$ cat config.mk
export PLATFORM = sky130hd
export DESIGN_NAME = mem_interconnect_nport
export DESIGN_NICKNAME = d
export VERILOG_FILES = /design/src/rtl/mem_ic_pkg.sv /design/src/rtl/mem_rr_arbiter.sv /design/src/rtl/mem_interconnect_nport.sv
export SDC_FILE = /design/constraint.sdc
export NUM_CORES = 1
export LEC_CHECK = 0
export BUFFER_PORTS_ARGS = -buffer_cell sky130_fd_sc_hd__buf_2
export CAP_MARGIN = 20
export CORE_MARGIN = 1
export CORE_UTILIZATION = 41
export CTS_BUF_LIST = sky130_fd_sc_hd__clkbuf_16
export DETAILED_ROUTE_END_ITERATION = 16
export PLACE_DENSITY = 0.76
export SLEW_MARGIN = 20
export SYNTH_ARGS = -nofsm -noshare
export SYNTH_HDL_FRONTEND = slang
export SYNTH_SLANG_ARGS = --single-unit
$ cat constraint.sdc
create_clock -name clk -period 1.8 [get_ports clk]
set_input_delay 0.09 -clock clk [delete_from_list [all_inputs] [get_ports clk]]
set_output_delay 0.09 -clock clk [all_outputs]
set_load 0.005 [all_outputs]
$ cat src/rtl/mem_ic_pkg.sv
// Shared definitions for the N-port memory interconnect.
// Contents:
//   state_e       - transaction FSM states of the interconnect
//   ARB_RR        - ARB_MODE value selecting round-robin arbitration
//   ARB_FIXED     - ARB_MODE value selecting fixed priority (lowest index wins)
//   mask_width()  - byte-enable width for a given data width
package mem_ic_pkg;

   typedef enum logic [2:0] {
      IDLE     = 3'd0,
      RD_ISSUE = 3'd1,
      RD_WAIT  = 3'd2,
      WR_ISSUE = 3'd3,
      WR_WAIT  = 3'd4,
      RESP     = 3'd5
   } state_e;

   localparam int ARB_RR    = 0;
   localparam int ARB_FIXED = 1;

   function automatic int mask_width(input int data_w);
      return data_w / 8;
   endfunction

endpackage

$ cat src/rtl/mem_rr_arbiter.sv
// Combinational rotating-priority arbiter.
// The search starts at index ptr and wraps modulo N; the first requester
// found wins. Feeding ptr = 0 gives plain fixed priority.
// Ports:
//   req        in  N      request vector
//   ptr        in  PW     index to start the search at (must be < N)
//   grant      out N      one-hot grant, all zero when nothing requests
//   grant_idx  out PW     index of the granted requester (0 when none)
module mem_rr_arbiter #(
   parameter int N  = 2,
   parameter int PW = (N > 1) ? $clog2(N) : 1
) (
   input  logic [N-1:0]  req,
   input  logic [PW-1:0] ptr,
   output logic [N-1:0]  grant,
   output logic [PW-1:0] grant_idx
);

   always_comb begin
      logic found;
      int   j;
      grant     = '0;
      grant_idx = '0;
      found     = 1'b0;
      j         = 0;
      for (int k = 0; k < N; k++) begin
         // Wrap the candidate index without a modulo operator so that
         // non-power-of-two N stays cheap.
         j = int'(ptr) + k;
         if (j >= N) begin
            j = j - N;
         end
         if (!found && req[j]) begin
            found     = 1'b1;
            grant[j]  = 1'b1;
            grant_idx = PW'(j);
         end
      end
   end

endmodule

$ cat src/rtl/mem_interconnect_nport.sv
// N-master, single-port memory interconnect.
// Arbitrates level-held read/write requests from NUM_MASTERS ports onto one
// main-memory port using the mem_* strobe/busy protocol. One transaction is
// in flight at a time; every output is registered.
// Ports:
//   clk, reset              clock, asynchronous active-low reset
//   m_addr/m_wdata/m_wmask  per-master request fields, master i at slice i
//   m_wen/m_ren             per-master write/read requests, held until m_ready
//   m_rdata                 shared read data, valid with m_ready
//   m_ready                 one-hot, one-cycle completion pulse
//   mem_addr/mem_wdata      memory address/write data, stable through RESP
//   mem_wmask               one-cycle write strobe (nonzero byte mask)
//   mem_rstrb               one-cycle read strobe
//   mem_rdata               memory read data
//   mem_rbusy/mem_wbusy     memory busy flags
//   busy                    high whenever the FSM is not in IDLE
module mem_interconnect_nport
   import mem_ic_pkg::*;
#(
   parameter int NUM_MASTERS = 2,
   parameter int ADDR_W      = 32,
   parameter int DATA_W      = 32,
   parameter int ARB_MODE    = 0
) (
   input  logic                                 clk,
   input  logic                                 reset,
   input  logic [NUM_MASTERS*ADDR_W-1:0]        m_addr,
   input  logic [NUM_MASTERS*DATA_W-1:0]        m_wdata,
   input  logic [NUM_MASTERS*(DATA_W/8)-1:0]    m_wmask,
   input  logic [NUM_MASTERS-1:0]               m_wen,
   input  logic [NUM_MASTERS-1:0]               m_ren,
   output logic [DATA_W-1:0]                    m_rdata,
   output logic [NUM_MASTERS-1:0]               m_ready,
   output logic [ADDR_W-1:0]                    mem_addr,
   output logic [DATA_W-1:0]                    mem_wdata,
   output logic [(DATA_W/8)-1:0]                mem_wmask,
   output logic                                 mem_rstrb,
   input  logic [DATA_W-1:0]                    mem_rdata,
   input  logic                                 mem_rbusy,
   input  logic                                 mem_wbusy,
   output logic                                 busy
);

   localparam int MASK_W = mask_width(DATA_W);
   localparam int PTR_W  = $clog2(NUM_MASTERS);

   state_e                   state_q, state_d;
   logic [PTR_W-1:0]         ptr_q, ptr_d;
   logic [NUM_MASTERS-1:0]   grant_q, grant_d;
   logic [ADDR_W-1:0]        addr_q, addr_d;
   logic [DATA_W-1:0]        wdata_q, wdata_d;
   logic [MASK_W-1:0]        mask_q, mask_d;
   logic [MASK_W-1:0]        wmask_out_q, wmask_out_d;
   logic                     rstrb_q, rstrb_d;
   logic [NUM_MASTERS-1:0]   ready_q, ready_d;
   logic [DATA_W-1:0]        rdata_q, rdata_d;
   logic                     busy_q, busy_d;

   logic [NUM_MASTERS-1:0]   req;
   logic [PTR_W-1:0]         arb_ptr;
   logic [NUM_MASTERS-1:0]   arb_grant;
   logic [PTR_W-1:0]         arb_idx;

   assign req = m_wen | m_ren;

   // Fixed priority is round-robin with the search pinned to index 0.
   assign arb_ptr = (ARB_MODE == ARB_FIXED) ? '0 : ptr_q;

   mem_rr_arbiter #(
      .N  (NUM_MASTERS),
      .PW (PTR_W)
   ) u_arb (
      .req       (req),
      .ptr       (arb_ptr),
      .grant     (arb_grant),
      .grant_idx (arb_idx)
   );

   // Next-state logic. Strobes and m_ready are computed for the state being
   // entered so that, once registered, they line up with that state.
   always_comb begin
      state_d     = state_q;
      ptr_d       = ptr_q;
      grant_d     = grant_q;
      addr_d      = addr_q;
      wdata_d     = wdata_q;
      mask_d      = mask_q;
      wmask_out_d = '0;
      rstrb_d     = 1'b0;
      ready_d     = '0;
      rdata_d     = rdata_q;
      case (state_q)
         IDLE: begin
            if (|req) begin
               grant_d = arb_grant;
               ptr_d   = (arb_idx == PTR_W'(NUM_MASTERS - 1)) ? '0 : arb_idx + PTR_W'(1);
               addr_d  = m_addr[int'(arb_idx)*ADDR_W +: ADDR_W];
               wdata_d = m_wdata[int'(arb_idx)*DATA_W +: DATA_W];
               mask_d  = m_wmask[int'(arb_idx)*MASK_W +: MASK_W];
               // A write wins over a simultaneous read from the same master;
               // an empty byte mask completes without touching memory.
               if (m_wen[arb_idx]) begin
                  if (mask_d == '0) begin
                     state_d = RESP;
                     ready_d = arb_grant;
                  end else begin
                     state_d     = WR_ISSUE;
                     wmask_out_d = mask_d;
                  end
               end else begin
                  state_d = RD_ISSUE;
                  rstrb_d = 1'b1;
               end
            end
         end
         RD_ISSUE: state_d = RD_WAIT;
         RD_WAIT: begin
            if (!mem_rbusy) begin
               rdata_d = mem_rdata;
               state_d = RESP;
               ready_d = grant_q;
            end
         end
         WR_ISSUE: state_d = WR_WAIT;
         WR_WAIT: begin
            if (!mem_wbusy) begin
               state_d = RESP;
               ready_d = grant_q;
            end
         end
         RESP:    state_d = IDLE;
         default: state_d = IDLE;
      endcase
      busy_d = (state_d != IDLE);
   end

   // State and output registers; reset abandons any in-flight access.
   always_ff @(posedge clk or negedge reset) begin
      if (!reset) begin
         state_q     <= IDLE;
         ptr_q       <= '0;
         grant_q     <= '0;
         addr_q      <= '0;
         wdata_q     <= '0;
         mask_q      <= '0;
         wmask_out_q <= '0;
         rstrb_q     <= 1'b0;
         ready_q     <= '0;
         rdata_q     <= '0;
         busy_q      <= 1'b0;
      end else begin
         state_q     <= state_d;
         ptr_q       <= ptr_d;
         grant_q     <= grant_d;
         addr_q      <= addr_d;
         wdata_q     <= wdata_d;
         mask_q      <= mask_d;
         wmask_out_q <= wmask_out_d;
         rstrb_q     <= rstrb_d;
         ready_q     <= ready_d;
         rdata_q     <= rdata_d;
         busy_q      <= busy_d;
      end
   end

   assign m_rdata   = rdata_q;
   assign m_ready   = ready_q;
   assign mem_addr  = addr_q;
   assign mem_wdata = wdata_q;
   assign mem_wmask = wmask_out_q;
   assign mem_rstrb = rstrb_q;
   assign busy      = busy_q;

endmodule

After elaboration in Yosys (flattened, before gate mapping). Cells that the tools add are included. Widths: inputs -> output; s select.

Bits in registers: 110. Input port bits: 176. Output and inout bits: 104. Word-level logic and storage cells: 80.

Add/sub/neg operators: 4. Order comparisons: 7. Eq/ne operators: 4. Shifts and indexed selects: 3. Multiplexer cells: 39. Bitwise operators: 3. Reductions and logical operators: 10.

Operator list (number): $shiftx 64x7->32 (2); $ge 32x1->1 const B (2); $lt 32x3->1 const B (2); $mux 32 (2); $ge 32x3->1 const B (1); $sub 32x3->32 const B (1); $mux 1 (17); $mux 4 (4); $mux 3 (5); $pmux 3 s5 (1); $mux 2 (7); $shiftx 8x4->4 (1); $eq 3x2->1 const B (2); $pmux 2 s3 (1); $logic_not 4->1 (1); $or 2x2->2 (2); $reduce_and 2->1 (2); $eq 3x1->1 const B (1); $eq 3x3->1 const B (1); $logic_and 1x1->1 (3); $logic_not 3->1 (1); $reduce_bool 3->1 (1); $sub 1x2->3 const B (1); $add 1x1->2 const B (1); 7 further kinds (8).

Logic depth before layout (Yosys ltp). Gate-level depths: netlist (run 1).

Word-level depth: 16. Gate-level depth with buffers: 6. Mapped depth without buffers: 4.

Hierarchy. From an unflattened synthesis (run 1), not the netlist that was laid out.

Cell total of the unflattened synthesis: 412. Area, all modules: 4858.4 µm².

Modules (own cells, without submodules): mem_interconnect_nport (instances 1, cells an instance 408, area each 4828.4 µm², seq. area each 2752.6 µm²); mem_rr_arbiter (instances 1, cells an instance 4, area each 30.0 µm², seq. area each 0.0 µm²).

Least setup slack after synthesis (run 1). OpenSTA, ideal clock, no wires.

Kind: reg-to-reg. Start: register state_q[2]. End: register rdata_q[10], in the netlist m_rdata[10]. Setup time: 125 ps. Arrival time: 1401 ps. Required time: 1675 ps. Path slack: 274 ps. Stages on the path, launching flop included: 5. Path buffers: 1. Clock period less this slack: 1526 ps. Cell sequence: dfrtp_1 nand2b_1 nor3_2 buf_2 mux2_2.

Cells in the longest elaborated chain, start to end: 2.

Ends and longest elaborated chain: start: declaration (RTL line mem_interconnect_nport.sv:47) `state_e state_q, state_d;`; start signal: assignment (RTL line mem_interconnect_nport.sv:152) `state_q <= state_d;`; $eq 3x2->1 (RTL line mem_interconnect_nport.sv:92) `case (state_q)`; $reduce_and 2->1 (no source line); end signal: assignment (RTL line mem_interconnect_nport.sv:161) `rdata_q <= rdata_d;`; end: declaration (RTL line mem_interconnect_nport.sv:56) `logic [DATA_W-1:0] rdata_q, rdata_d;`.

No other way between the ends. A chain may end at the register's enable or synchronous reset.

Worst setup path after layout (run 1).
Start: register state_q[2]. End: register rdata_q[8], in the netlist m_rdata[8].

Same word-level chain as after synthesis.

==> flow_summary.json, run 1 <==
{
  "status": "finished clean",
  "nNetsFinal": 888,
  "die_height_um": 111,
  "rsz_0062_raised_after_global_routing": "false",
  "startpoint_type": "register",
  "layout_commonest_cell": "buf_2",
  "syn_avg_cell_area_um2": 11.8,
  "postCtsResizedCells": 0,
  "netlist_instances": 412,
  "cellLeakagePower_nw": 3.75,
  "tritoncts": "done",
  "timing.setup.critical_path_class": "register to register",
  "final-setup-viol-count": 0,
  "ys_ff_latch": 110,
  "clock_insertion_delay_worst_skew_ns": 0.34,
  "antenna_cells_inserted": 0,
  "whs_endpoint": "m_rdata[31]$_DFFE_PN0P_",
  "worstSetupEndpointType": "register",
  "dieArea_mm2": 0.0123,
  "post_synth_instance_area_mm2": 0.00485,
  "port_buffers": 279,
  "ir_drop_uv": 1140,
  "std_cell_rows": 39,
  "final_min_period_over_clock_period_pct": 87.4,
  "clkSinkCount": 110,
  "antenna_found_initial": 0,
  "die_w_um": 111,
  "clk_transition_reported_paths_ns": 0.07,
  "ctsRootBufferMaster": "clkbuf_16",
  "viasPerCell": 4.88,
  "synth_top_flop_cell": "dfrtp_1",
  "final_cell_mix": "278 x buf_2, 110 x dfrtp_1, 69 x mux2i_1",
  "timing_hold_violations_final": 0,
  "drt_pre_antenna_iters": 4,
  "synthArstFlopShare_pct": 100,
  "final_antenna_net_count": 0,
  "grt_overflow": 0,
  "regToRegSetupSlack_ns": 0.23,
  "yosys.cell_types.count": 31,
  "tns_ns": 0,
  "drc": 0,
  "final_period_minus_worst_setup_slack_ns": 1.57,
  "detailedRoute.firstIterationViolations": 171,
  "route.vias.total": 4198,
  "reg2reg_depth": 4,
  "timing.hold.worst_path_depth": 2,
  "max_cap_violations": 0,
  "worst_ep_required_time_ns": 2.02,
  "critical_path.slowest_cell": "dfrtp_1",
  "synth-edff-count": 0,
  "path_max_fanout": 32,
  "finalWirelength_um": 12500,
  "synth_nets": 588,
  "gr-usage-all-layers_pct": 20.9,
  "grt_max_degree": 82,
  "worst_r2r_endpoint": "m_rdata[8]$_DFFE_PN0P_",
  "slew_violations": 0,
  "critPathArrivalTime_ns": 1.79,
  "total_power_density_per_cell_area_mw_per_mm2": 1550,
  "routed_wire_length_per_instance_um": 14.5,
  "clock_tree.buffer_depth": 2,
  "cts_htree_levels": 3,
  "place_hpwl_um": 9250,
  "io_pins": 280,
  "max_slew.worst_pin.slew_ns": 0.498,
  "worst_case_clock_skew_ns": 0.00779,
  "initial_utilization_pct": 42.3,
  "synth_sequential_area_ratio_pct": 56.8,
  "crit_path_max_incr_delay_ns": 0.42,
  "min-delay-start": "mem_rdata[31]",
  "cts-buffers-inserted": 9,
  "worst_slew_margin_rel_pct": 66.8,
  "core_area_mm2": 0.0115,
  "first_pass_grt_wire_length_um": 20500,
  "hp-class": "primary input to register",
  "timing.rr.start": "state_q[2]$_DFF_PN0_",
  "globalplace.congestion": 0.813,
  "final_core_util_pct": 61.0,
  "synth-warning-count": 0,
  "timing.critical_path.cells": "nand2b_1, nor3_4, buf_12, mux2_2",
  "post_route_cells_drive_above_1_share_pct": 46.9,
  "number_of_global_route_vias_before_repair": 4294,
  "fmaxAchievable_ghz": 0.636,
  "synthToLayoutAreaGrowth_pct": 44.2
}
[timing repair]
action,4_1_cts,5_1_grt
endpoints found under the hold margin,62,1
buffers inserted,0,0
setup endpoints to repair,0,0
hold buffers,29,1
[how the worst max path moves through the flow]
stage,endpoint,cells past startpoint,start
after CTS,m_rdata[12]$_DFFE_PN0P_,4,state_q[2]$_DFF_PN0_
after detailed placement,m_rdata[12]$_DFFE_PN0P_,4,state_q[2]$_DFF_PN0_
final,m_rdata[8]$_DFFE_PN0P_,4,state_q[2]$_DFF_PN0_
after global placement,m_ready[0]$_DFF_PN0_,3,state_q[0]$_DFF_PN0_
after floorplan,m_rdata[10]$_DFFE_PN0P_,4,state_q[2]$_DFF_PN0_
after global routing,mem_wdata[24]$_DFFE_PN0P_,5,state_q[0]$_DFF_PN0_
[power by group]
group / internal (mW) / switching (mW) / leakage, nW / total (mW)
Clock: 1.07 / 0.864 / 0.140 / 1.93
Sequential: 3.68 / 0.631 / 1.35 / 4.31
Combinational: 2.28 / 2.31 / 2.26 / 4.59
[cell usage after synthesis, drive strengths merged, types with 2 or more instances]
| library cell | instances | share of area [%] |
|---|---|---|
| o21ai | 69 | 7.1 |
| nor2b | 2 | 0.26 |
| a32o | 2 | 0.41 |
| nand3 | 2 | 0.21 |
| mux2i | 69 | 14 |
| nor2 | 5 | 0.39 |
| dfrtp | 110 | 57 |
| nand2 | 67 | 5.3 |
| nor3 | 7 | 0.93 |
| clkbuf | 6 | 0.59 |
| o21a | 2 | 0.31 |
| nor4 | 2 | 0.26 |
| o22a | 2 | 0.36 |
| mux2 | 33 | 7.7 |
| buf | 21 | 3.3 |
| a21o | 3 | 0.46 |
| nand2b | 3 | 0.39 |
[cell families (layout without fill, tap and decap cells)]
| kind of cell | Yosys count | after routing | synth area share [%] |
|---|---|---|---|
| flip-flops | 110 | 110 | 56.8 |
| multiplexers | 102 | 102 | 21.9 |
| AND/OR/NAND/NOR | 93 | 93 | 8.57 |
| AO/OA/AOI/OAI | 80 | 80 | 8.90 |
| buffers and inverters | 27 | 332 | 3.85 |
[area by class of cell]
type                    instances  area (um^2)
clock buffers                   9          225
fillers                       913         4480
clock inverters                 7         66.3
flip-flops and latches        110         2750
repair buffers                316         1840
well taps                     143          179
multi-input cells             275         1930
[worst max-delay path, delay by kind of cell, from the launching register on]
family                 cells  cell delay (ns)
multiplexers               1             0.37
AND/OR/NAND/NOR            2             0.42
buffers and inverters      1             0.23
flip-flops                 1             0.42
[sequential cells by signal, indices dropped and copies added, names as in the netlist]
name	count
m_rdata	32
mem_addr	32
mem_wdata	32
mem_wmask	4
state_q	3
grant_q	2
m_ready	2
arb_ptr	1
busy	1
mem_rstrb	1
[per-stage QoR]
stage | setup WS [ns] | instance area (um^2) | hold WS [ns] | power, mW | cells
2_1_floorplan | 0.274 | 4850 | -0.206 | 7.06 | 412
3_3_place_gp | 0.273 | 6400 | 0.0785 | 8.72 | 814
3_5_place_dp | 0.236 | 6400 | 0.0904 | 8.95 | 814
4_1_cts | 0.227 | 6980 | 0.000403 | 11.0 | 859
5_1_grt | 0.0982 | 6990 | 0.00108 | 11.6 | 860
6_report | 0.228 | 6990 | 0.00220 | 10.8 | 860
[layer usage]
metal	routed length (um)	global-route usage [%]	vias up
li1	-	-	2035
met1	5000	24.6	1968
met2	6480	37.6	176
met3	767	3.88	19
met4	238	8.36	0
met5	0	0	-
(Power assumes the default switching activity.)
==> run 2: changes to the inputs <==
CTS_BUF_LIST = sky130_fd_sc_hd__clkbuf_4 sky130_fd_sc_hd__clkbuf_8   (was sky130_fd_sc_hd__clkbuf_16)
==> run 2 against run 1 <==
Net effect:
- cell count increased by 4.7%
- global-route usage increased by 2.0 points
- utilization increased by 2.7 points
- design area is 4.5% higher
- largest power group unchanged
- sequential cell count unchanged
- first-iteration DRC count increased by 57%
- routed wire length grew 11%
- worst setup slack worse by 0.0036 ns
- maximum frequency shrank 0.23%
- largest cell class unchanged
- power fell by 2.7%
==> flow_summary.json, run 2 (synthesis results as in run 1) <==
{
  "status": "finished clean",
  "final_min_period_over_clock_period_pct": 87.6,
  "cts_htree_levels": 3,
  "number_of_global_route_vias_before_repair": 4653,
  "rsz_0062_raised_after_global_routing": "false",
  "cts-buffers-inserted": 9,
  "timing_hold_violations_final": 0,
  "tns_ns": 0,
  "final-setup-viol-count": 0,
  "viasPerCell": 4.92,
  "antenna_cells_inserted": 0,
  "place_hpwl_um": 9250,
  "clk_transition_reported_paths_ns": 0.11,
  "clock_insertion_delay_worst_skew_ns": 0.36,
  "report.power.total_mw": 10.5,
  "critPathArrivalTime_ns": 1.82,
  "final_cell_mix": "278 x buf_2, 110 x dfrtp_1, 70 x dlygate4sd3_1",
  "worstSetupEndpointType": "register",
  "core_area_mm2": 0.0115,
  "clock_tree.buffer_depth": 2,
  "worst_slew_margin_rel_pct": 66.6,
  "slew_violations": 0,
  "ir_drop_uv": 865,
  "timing.setup.critical_path_class": "register to register",
  "max_slew.worst_pin.slew_ns": 0.501,
  "startpoint_type": "register",
  "final_antenna_net_count": 0,
  "tritoncts": "done",
  "io_pins": 280,
  "die_height_um": 111,
  "path_max_fanout": 32,
  "grt_max_degree": 82,
  "layout_commonest_cell": "buf_2",
  "antenna_found_initial": 0,
  "initial_utilization_pct": 42.3,
  "placed_area_mm2": 0.00640,
  "dieArea_mm2": 0.0123,
  "max_cap_violations": 0,
  "final_period_minus_worst_setup_slack_ns": 1.58,
  "worst_ep_required_time_ns": 2.04,
  "final_core_util_pct": 63.7,
  "ctsRootBufferMaster": "clkbuf_8",
  "synthToLayoutAreaGrowth_pct": 50.7,
  "nNetsFinal": 928,
  "grt_overflow": 0,
  "globalplace.congestion": 0.813,
  "die_w_um": 111,
  "fmaxAchievable_ghz": 0.635,
  "port_buffers": 279,
  "gr-usage-all-layers_pct": 22.9,
  "post_route_cells_drive_above_1_share_pct": 44.6,
  "cts.repair_timing.setup_buffer_count": 0,
  "cellLeakagePower_nw": 3.88,
  "route.vias.total": 4432,
  "first_pass_grt_wire_length_um": 22300,
  "finalWirelength_um": 13800,
  "drc": 0,
  "clkSinkCount": 110,
  "worst_hold_slack_ns": 0.00867,
  "n_fill_cell": 886,
  "detailedRoute.firstIterationViolations": 268,
  "routed_wire_length_per_instance_um": 15.4,
  "design_area_mm2": 0.00730,
  "drt_pre_antenna_iters": 4,
  "hp-class": "primary input to register",
  "total_power_density_per_cell_area_mw_per_mm2": 1440,
  "std_cell_rows": 39,
  "worst_case_clock_skew_ns": 0.0123
}
==> run 2: changes by cell type in the layout (fill, tap and decap cells not counted), sizes merged <==
cell	delta
clkbuf	+2
inv	-1
dlygate4sd3	+40
clkinv	-1
==> run 2: worst max-delay path: stages, from the launching register on <==
cell      delay, ns
dfrtp_1        0.43
nand2b_1       0.24
nor3_4         0.18
buf_12         0.23
mux2_2         0.37
==> run 2: metal layers <==
metal	routed length [um]	track usage [%]
met1	5300	25.3
met2	7400	42.9
met3	866	4.87
met4	281	8.36
met5	0	0
==> run 2: area by class of cell <==
cell class	instances	area, um^2	share of cell area [%]
Sequential cell	110	2750	37.7
Timing Repair Buffer	356	2240	30.7
Multi-Input combinational cell	275	1930	26.4
Tap cell	143	179	2.45
Clock buffer	11	145	1.99
Clock inverter	5	58.8	0.805
==> run 2: where the power goes <==
| group | internal, mW | switching (mW) | leakage (nW) |
|---|---|---|---|
| Sequential | 3.67 | 0.648 | 1.35 |
| Combinational | 2.34 | 2.36 | 2.43 |
| Clock | 0.698 | 0.822 | 0.0990 |
| Total | 6.71 | 3.83 | 3.88 |
==> run 2: worst paths after layout <==
path	from	end	slack (ns)	cells after the start
worst max register to register	state_q[2]$_DFF_PN0_	m_rdata[8]$_DFFE_PN0P_	0.22	4
max in group asynchronous	reset	mem_addr[27]$_DFFE_PN0P_	0.96	3
worst min register to register	mem_wdata[28]$_DFFE_PN0P_	mem_wdata[28]$_DFFE_PN0P_	0.49	2
min in group asynchronous	reset	mem_wdata[6]$_DFFE_PN0P_	0.22	2
worst max-delay path	state_q[2]$_DFF_PN0_	m_rdata[8]$_DFFE_PN0P_	0.22	4
worst min-delay path	m_addr[26]	mem_addr[26]$_DFFE_PN0P_	0.009	3
==> run 2: what timing repair did <==
action / 4_1_cts / 5_1_grt
gates resized for setup: 0 / 0
hold buffers: 69 / 1
hold endpoints to repair: 89 / 1
==> run 2: stage by stage <==
step	setup slack (ns)	std cells
finish	0.224	900
global route	0.0866	900
CTS	0.220	899
detailed placement	0.236	814
global placement	0.273	814
floorplan	0.274	412
==> run 3: changes to the inputs <==
SETUP_SLACK_MARGIN = 0.5   (was not set)
==> run 3 against run 2 <==
Net effect:
- via count is 10% higher
- register-to-register slack better by 0.06 ns
- sequential share of layout area shrank 4.8 points
- global-route usage is 2.6 points higher
- clock-buffer cell count rose by 1
- hold slack lost 0.0077 ns
- clock skew up 0.0031 ns
- critical path type unchanged
- highest routed layer unchanged
==> flow_summary.json, run 3 (synthesis results as in run 1) <==
{
  "initial_utilization_pct": 42.3,
  "final-instance-count-excl-fill": 958,
  "layout_commonest_cell": "buf_2",
  "worst_ep_required_time_ns": 2.06,
  "gr-usage-all-layers_pct": 25.5,
  "clock_insertion_delay_worst_skew_ns": 0.37,
  "hp-class": "primary input to register",
  "min-delay-start": "m_wdata[1]",
  "fmaxAchievable_ghz": 0.658,
  "critical_path.slowest_cell": "dfrtp_2",
  "total_power_density_per_cell_area_mw_per_mm2": 1470,
  "viasPerCell": 5.10,
  "tritoncts": "done",
  "io_pins": 280,
  "drc": 0,
  "worst_case_clock_skew_ns": 0.0155,
  "clkSinkCount": 110,
  "timing.hold.worst_path_depth": 3,
  "worst_slew_margin_rel_pct": 61.9,
  "final_min_period_over_clock_period_pct": 84.4,
  "part_of_the_total_power_dissipated_in_the_clock_network_pct": 11.6,
  "worst_r2r_endpoint": "m_ready[1]$_DFF_PN0_",
  "final-setup-viol-count": 0,
  "cts_htree_levels": 3,
  "critPathCapture": "m_ready[1]$_DFF_PN0_",
  "synthToLayoutAreaGrowth_pct": 73.0,
  "die_height_um": 111,
  "max_slew.worst_pin.slew_ns": 0.567,
  "std_cell_rows": 39,
  "switching_power_mw": 4.49,
  "critPathArrivalTime_ns": 1.78,
  "globalplace.congestion": 0.837,
  "timing.critical_path.cells": "o22ai_4, buf_12, buf_12, buf_12, buf_16, nor2b_1, a32o_2",
  "ctsRootBufferMaster": "clkbuf_8",
  "timing.rr.start": "arb_ptr$_DFFE_PN0P_",
  "cellLeakagePower_nw": 4.36,
  "slew_violations": 0,
  "max_cap_violations": 0,
  "regToRegSetupSlack_ns": 0.28,
  "startpoint_type": "register",
  "final_period_minus_worst_setup_slack_ns": 1.52,
  "nNetsFinal": 986,
  "power.share.sequential_pct": 35.8,
  "cts-buffers-inserted": 9,
  "timing_hold_violations_final": 0,
  "clock_tree.buffer_depth": 2,
  "number_of_global_route_vias_before_repair": 4985,
  "drt_pre_antenna_iters": 4,
  "p_sw_share_pct": 36.5,
  "worstSetupEndpointType": "register",
  "tns_ns": 0,
  "finalWirelength_um": 17700,
  "power.combinational.fraction_pct": 52.6,
  "die_w_um": 111,
  "placed_area_mm2": 0.00644,
  "grt_max_degree": 69,
  "antenna_cells_inserted": 0,
  "rsz_0062_raised_after_global_routing": "true",
  "final_cell_mix": "278 x buf_2, 107 x dfrtp_1, 101 x dlygate4sd3_1",
  "crit_path_max_incr_delay_ns": 0.44,
  "routed_wire_length_per_instance_um": 18.4,
  "core_area_mm2": 0.0115,
  "status": "finished clean",
  "reg2reg_depth": 7,
  "path_max_fanout": 8,
  "first_pass_grt_wire_length_um": 24700,
  "worst_setup_path_start": "arb_ptr$_DFFE_PN0P_",
  "antenna_found_initial": 0,
  "route.vias.total": 4886,
  "detailedRoute.firstIterationViolations": 344,
  "timing.setup.critical_path_class": "register to register",
  "clk_transition_reported_paths_ns": 0.11,
  "ir_drop_uv": 900,
  "post_route_cells_drive_above_1_share_pct": 48.1,
  "place.detailed.instances": 814,
  "grt_overflow": 0,
  "dieArea_mm2": 0.0123,
  "design_area_mm2": 0.00839,
  "port_buffers": 279,
  "final_antenna_net_count": 0,
  "crit_path_frequent_cell": "buf_12",
  "place_hpwl_um": 9090,
  "p_int_mw": 7.82
}
[run 3: cell count changes in the layout (fill, tap and decap cells not counted), moves of 6 or more]
| cell | delta |
|---|---|
| mux2_4 | +33 |
| dlygate4sd3_1 | +31 |
| mux2_2 | -31 |
| mux2i_1 | -14 |
| mux2i_2 | +11 |
| buf_16 | +10 |
| buf_4 | +8 |
| clkbuf_16 | +6 |
[run 3: what timing repair did]
action                                 4_1_cts  5_1_grt
gates cloned                                 6        7
pin swaps                                    1        6
resized for setup                           13       54
setup endpoints to repair                  109      110
endpoints found under the hold margin       96        1
buffers inserted                            10        4
hold buffers                               100        1
[run 3: per-stage QoR]
step | hold WS (ns) | utilization, % | power (mW) | setup WS, ns
3_3_place_gp | 0.0192 | 56.1 | 8.78 | 0.321
6_report | 0.00101 | 73.1 | 12.3 | 0.280
2_1_floorplan | -0.206 | - | 7.25 | 0.382
5_1_grt | 0.00213 | 73.1 | 13.0 | 0.235
3_5_place_dp | 0.0254 | 56.1 | 9.01 | 0.261
4_1_cts | 0.00000619 | 69.5 | 11.2 | 0.294
[run 3: cell type report]
| type | instances | area, um^2 |
|---|---|---|
| clock buffers | 12 | 153 |
| clock inverters | 4 | 30.0 |
| fillers | 727 | 3080 |
| multi-input cells | 275 | 2180 |
| flip-flops and latches | 110 | 2760 |
| well taps | 143 | 179 |
| repair buffers | 414 | 3090 |
[run 3: power groups by stage]
stage	clock [mW]	combinational, mW	sequential, mW
floorplan	0	2.84	4.41
global placement	0	4.49	4.30
detailed placement	0	4.65	4.36
CTS	1.45	5.48	4.32
global route	1.56	6.95	4.52
finish	1.43	6.48	4.41
[run 3: worst min path at each step]
stage	endpoint	slack [ns]
5_1_grt	mem_addr[6]$_DFFE_PN0P_	0.002
3_3_place_gp	mem_wdata[7]$_DFFE_PN0P_	0.02
2_1_floorplan	arb_ptr$_DFFE_PN0P_	-0.21
4_1_cts	mem_wdata[15]$_DFFE_PN0P_	0.000006
6_report	mem_wdata[1]$_DFFE_PN0P_	0.001
3_5_place_dp	mem_wdata[7]$_DFFE_PN0P_	0.03
[run 3: critical path, delay by kind of cell, from the launching register on]
family	cells	cell delay, ns
compound gates	2	0.39
flops	1	0.44
buf+inv	4	0.51
simple gates	1	0.08
[run 3: metal layers]
| layer | wire [um] | global-route usage [%] | up-vias | part of all wire, % |
|---|---|---|---|---|
| met3 | 1210 | 5.52 | 52 | 6.9 |
| met4 | 676 | 13.2 | 0 | 3.8 |
| met2 | 8970 | 45.3 | 250 | 51 |
| li1 | - | - | 2238 | - |
| met5 | 0 | 0 | - | 0 |
| met1 | 6820 | 28.7 | 2346 | 39 |
